==> src/rtl/hazard_ctrl.sv <==
// Pipeline hazard controller: load-use bubbles, branch/jump flushes, mul/div EX freeze
// and a saturating count of cycles in which the PC is held.
module hazard_ctrl #(
  parameter int REG_W      = 5,
  parameter int LOAD_STALL = 1,
  parameter int MD_CYCLES  = 4,
  parameter int CNT_W      = 16
) (
  input  logic             clk,
  input  logic             reset,
  input  logic             branch_hazard,
  input  logic             jump_hazard,
  input  logic             ID_EX_MemRead,
  input  logic             ID_EX_MulDiv,
  input  logic [REG_W-1:0] ID_EX_Rt,
  input  logic [REG_W-1:0] IF_ID_Rs,
  input  logic [REG_W-1:0] IF_ID_Rt,
  input  logic             perf_clr,
  output logic             PC_Wen,
  output logic             IF_Wen,
  output logic             IF_Flush,
  output logic             ID_Flush,
  output logic             EX_Hold,
  output logic [CNT_W-1:0] stall_cnt,
  output logic [1:0]       dbg_state
);

  typedef enum logic [1:0] {
    RUN      = 2'd0,
    LU_STALL = 2'd1,
    MD_BUSY  = 2'd2
  } state_t;

  // The first stall cycle is spent in RUN, so the counters preload two short.
  localparam logic [3:0] LU_INIT = 4'(LOAD_STALL - 2);
  localparam logic [3:0] MD_INIT = 4'(MD_CYCLES - 2);

  state_t     state, state_nxt;
  logic [3:0] cnt, cnt_nxt;
  logic       load_use;

  assign load_use = ID_EX_MemRead && (ID_EX_Rt != '0) &&
                    ((ID_EX_Rt == IF_ID_Rs) || (ID_EX_Rt == IF_ID_Rt));
  assign dbg_state = state;

  always_ff @(posedge clk or negedge reset) begin
    if (!reset) begin
      state <= RUN;
      cnt   <= '0;
    end else begin
      state <= state_nxt;
      cnt   <= cnt_nxt;
    end
  end

  always_comb begin
    state_nxt = state;
    cnt_nxt   = cnt;
    case (state)
      RUN: begin
        if (branch_hazard) begin
          state_nxt = RUN;
        end else if (ID_EX_MulDiv) begin
          state_nxt = MD_BUSY;
          cnt_nxt   = MD_INIT;
        end else if (load_use && (LOAD_STALL > 1)) begin
          state_nxt = LU_STALL;
          cnt_nxt   = LU_INIT;
        end
      end
      LU_STALL, MD_BUSY: begin
        if (cnt == '0) state_nxt = RUN;
        else           cnt_nxt   = cnt - 4'd1;
      end
      default: begin
        state_nxt = RUN;
        cnt_nxt   = '0;
      end
    endcase
  end

  always_comb begin
    PC_Wen   = 1'b1;
    IF_Wen   = 1'b1;
    IF_Flush = 1'b0;
    ID_Flush = 1'b0;
    EX_Hold  = 1'b0;
    case (state)
      RUN: begin
        if (branch_hazard) begin
          IF_Flush = 1'b1;
          ID_Flush = 1'b1;
        end else if (ID_EX_MulDiv) begin
          PC_Wen  = 1'b0;
          IF_Wen  = 1'b0;
          EX_Hold = 1'b1;
        end else if (load_use) begin
          PC_Wen   = 1'b0;
          IF_Wen   = 1'b0;
          ID_Flush = 1'b1;
        end else if (jump_hazard) begin
          IF_Flush = 1'b1;
        end
      end
      LU_STALL: begin
        PC_Wen   = 1'b0;
        IF_Wen   = 1'b0;
        ID_Flush = 1'b1;
      end
      MD_BUSY: begin
        // The release cycle lets a pending jump flush but not a new load-use stall.
        if (cnt != '0) begin
          PC_Wen  = 1'b0;
          IF_Wen  = 1'b0;
          EX_Hold = 1'b1;
        end else if (jump_hazard) begin
          IF_Flush = 1'b1;
        end
      end
      default: ;
    endcase
    if (!reset) begin
      PC_Wen   = 1'b1;
      IF_Wen   = 1'b1;
      IF_Flush = 1'b0;
      ID_Flush = 1'b0;
      EX_Hold  = 1'b0;
    end
  end

  always_ff @(posedge clk or negedge reset) begin
    if (!reset) begin
      stall_cnt <= '0;
    end else if (perf_clr) begin
      stall_cnt <= '0;
    end else if (!PC_Wen && (stall_cnt != {CNT_W{1'b1}})) begin
      stall_cnt <= stall_cnt + 1'b1;
    end
  end

endmodule

==> config.mk <==
export PLATFORM = sky130hd
export DESIGN_NAME = hazard_ctrl
export DESIGN_NICKNAME = d
export VERILOG_FILES = /design/src/rtl/hazard_ctrl.sv
export SDC_FILE = /design/constraint.sdc
export NUM_CORES = 1
export LEC_CHECK = 0
export CORE_MARGIN = 2
export CORE_UTILIZATION = 46
export CTS_CLUSTER_SIZE = 40
export DETAILED_ROUTE_END_ITERATION = 10
export PLACE_DENSITY_LB_ADDON = 0.15
export SYNTH_ARGS = -nofsm -noshare
export SYNTH_HDL_FRONTEND = slang
export SYNTH_SLANG_ARGS = --single-unit
==> constraint.sdc <==
create_clock -name clk -period 2.8 [get_ports clk]
set_clock_uncertainty 0.15 [all_clocks]
set_input_delay 0.28 -clock clk [delete_from_list [all_inputs] [get_ports clk]]
set_output_delay 0.28 -clock clk [all_outputs]
set_load 0.1 [all_outputs]
==> impl_metrics.csv <==
group,metric,value,unit
run_status,status,"finished, final reports clean",
worst_setup_path,cp.required,2.88,ns
timing,rsz0062_at_grt,"no",
worst_setup_path,cp_max_fo,19,
worst_setup_path,cp-end-kind,"register",
pwr,ir_drop,0.000582,V
synth,ys_seq_area_share,36.9,%
cts,clock-sinks,21,
cts,cts_buffer_depth,2,
floorplan,initial_core_util,47.5,%
timing,hold_viol,0,
finish,nNetsFinal,237,
synth,synth_ff_type,"dfrtp_1",
floorplan,die_area,3560,um^2
global_routing,grt_max_degree,24,
finish,design_area,1940,um^2
finish,area_delta_synth_final,36.0,%
synth,async_reset_ff_share,100,%
detailed_routing,wire_per_inst,15.2,um
detailed_routing,wl,3720,um
synth,synthCells,166,
timing,fmax,374,MHz
worst_setup_path,crit_type,"register to register",
synth,netlist_area,1430,um^2
placed_design,hpwlAfterDp,2960,um
floorplan,ios,45,
cts,htree_levels,1,
global_routing,gr-usage-met2,40.7,%
global_routing,busiest_layer,"met2",
detailed_routing,ant_nets,0,
synth,yosysTopAreaCell,"dfrtp_1",
global_routing,grt_overflow,0,
synth,muxShareOfSynthArea,3.42,%
synth,synth_top_area_share,36.9,%
detailed_routing,drt_iter0_drc,60,
global_routing,met1_usage,27.9,%
floorplan,coreArea,3000,um^2
finish,fill_cells,263,
global_routing,grt_pass1_wl,6130,um
timing,fin_ws,0.130,ns
global_routing,use_met3,3.25,%
synth,synth_nets,191,
cts,cts_root_buffer,"clkbuf_4",
synth,yosysUniqueCellTypes,43,
timing,layout_worst_path_cycle_share,95.4,%
timing,slew_headroom,64.0,%
floorplan,fp-row-count,20,
cts,cts_tree,"done",
synth,synth.avg_cell_area,8.59,um^2
placed_design,io_buffer_count,43,
synth,yosys.area_share.simple,27.4,%
worst_setup_path,reg2reg_depth,8,
finish,final_cell_mix,"clkdlybuf4s50_1, buf_4, dfrtp_1",
worst_setup_path,cp-start-kind,"register",
synth,synth_xor_xnor_area_share,7.99,%
floorplan,dieWidth,59.7,um
synth,synth_top_family_by_area,"simple AND/OR/NAND/NOR gates",
finish,drive_above_1_share,19.9,%
finish,final_util,64.5,%
cts,worst_skew_pair.late_latency,0.32,ns
floorplan,die_y,59.7,um
detailed_routing,drcViolationCount,0,
timing,drv_slew,0,
global_routing,grt_pass1_vias,1438,
cts,postCtsSetupBuffers,0,
synth,synth_compound_area_share,16.3,%
min_path,hold_path_class,"input port to async pin",
synth,synth-edff-count,0,
synth,synth_warnings,0,
synth,synth_fa_ha_area_share,2.63,%
worst_setup_path,max_stage_delay,0.49,ns
placed_design,dpl-instance-area,1910,um^2
job,maxCapViolations,0,
synth,synth_seq_cells,21,
worst_setup_path,critical_path_arrival,2.75,ns
worst_setup_path,slowest_stage,"or4_1",
detailed_routing,routed_via_density,5.83,
detailed_routing,vias,1422,
global_routing,antenna_found_initial,0,
synth,synthTopCellsByArea,"dfrtp_1, xor2_1, nand2_1, nor2_1, a21oi_1",
placed_design,post-place-ws,0.156,ns
worst_setup_path,crit_path_cell_trace,"inv_1 > ha_1 > or3b_4 > o211ai_2 > or3_1 > o21a_2 > or4_1 > a21oi_1",
cts,clk_pin_slew,0.13,ns
finish,diodes,0,
timing,period_needed,2.67,ns
cts,numCtsBuffers,3,
pwr,power_density,675,nW/um^2
pwr,p_leak,0.000841,uW
global_routing,grt.total_usage,22.5,%
placed_design,gp_congestion,0.812,
timing,setup_tns,0,ns
timing,setup_violations,0,
detailed_routing,dr.pass1.iters,4,
timing,worstMarginPinSlew,0.535,ns
## flip-flops by register name, summed over array words and instances, names as in the netlist
register and flops:
cnt 4, dbg_state 1, stall_cnt 16
## cells by family after synthesis
| kind of cell | after synthesis |
|---|---|
| other cells | 1 |
| fa+ha+maj | 3 |
| compound gates | 35 |
| xor+xnor | 13 |
| simple gates | 73 |
| buf+inv | 16 |
| flops | 21 |
| mux | 4 |
## stage by stage
step | cells | hold slack, ns | power, uW
finish | 244 | 0.311 | 1310
CTS | 244 | 0.310 | 1310
global route | 244 | 0.329 | 1380
global placement | 240 | 0.408 | 1140
floorplan | 166 | -0.166 | 935
detailed placement | 240 | 0.417 | 1160
## power by group
part / internal [uW] / switching, uW / total, uW
combinational: 261 / 481 / 742
sequential: 349 / 65.3 / 414
clock: 55.6 / 97.1 / 153
## cell usage after synthesis (2+ instances only)
cell type and number:
a41o_1 2, or3_1 5, nor2_1 14, o31a_1 2, or4_1 6, buf_4 3
nand3_1 5, ha_1 3, a311oi_1 2, mux2i_1 2, nand3b_1 2, nand2b_1 3
a21oi_1 10, o21ai_0 8, dfrtp_1 21, nor2b_1 2, nand4_1 5, xor2_1 12
nor3_1 5, o31ai_1 4, nand2_1 16, clkbuf_1 2, inv_1 9, nor4_1 3
nor3b_1 2
## worst max-delay path: cells and delay by family, from the launching register on
kind                     cells  cell delay, ns
AND/OR/NAND/NOR              3            1.15
AO/OA/AOI/OAI                3            0.58
flip-flops                   1            0.40
adder cells (fa/ha/maj)      1            0.22
buffers and inverters        1            0.09
## layer usage
layer | up-vias | wire [um]
li1 | 685 | -
met1 | 691 | 1520
met2 | 46 | 2010
met3 | 0 | 187
met4 | 0 | 0
met5 | - | 0
## final timing paths
check	from	to	slack (ns)
min in group clk	cnt[0]	cnt[0]	0.43
setup reg to reg	cnt[0]	stall_cnt[5]	0.13
max in group asynchronous	reset	dbg_state[1]	1.92
setup / recovery	cnt[0]	stall_cnt[5]	0.13
hold / removal	reset	stall_cnt[12]	0.31
hold reg to reg	cnt[0]	cnt[0]	0.43
## timing repair
action | in CTS | in global routing
gates resized for setup | 0 | 1
endpoints found under the setup margin | 0 | 2
hold buffers | 0 | 0
## area by class of cell
type	instances	area, um^2	area share (%)
Clock buffer	4	26.3	1.36
Timing Repair Buffer	47	468	24.1
Tap cell	33	41.3	2.13
Inverter	10	37.5	1.94
Sequential cell	21	527	27.2
Multi-Input combinational cell	129	838	43.3
Note: power is estimated with default switching activity, not from simulation.
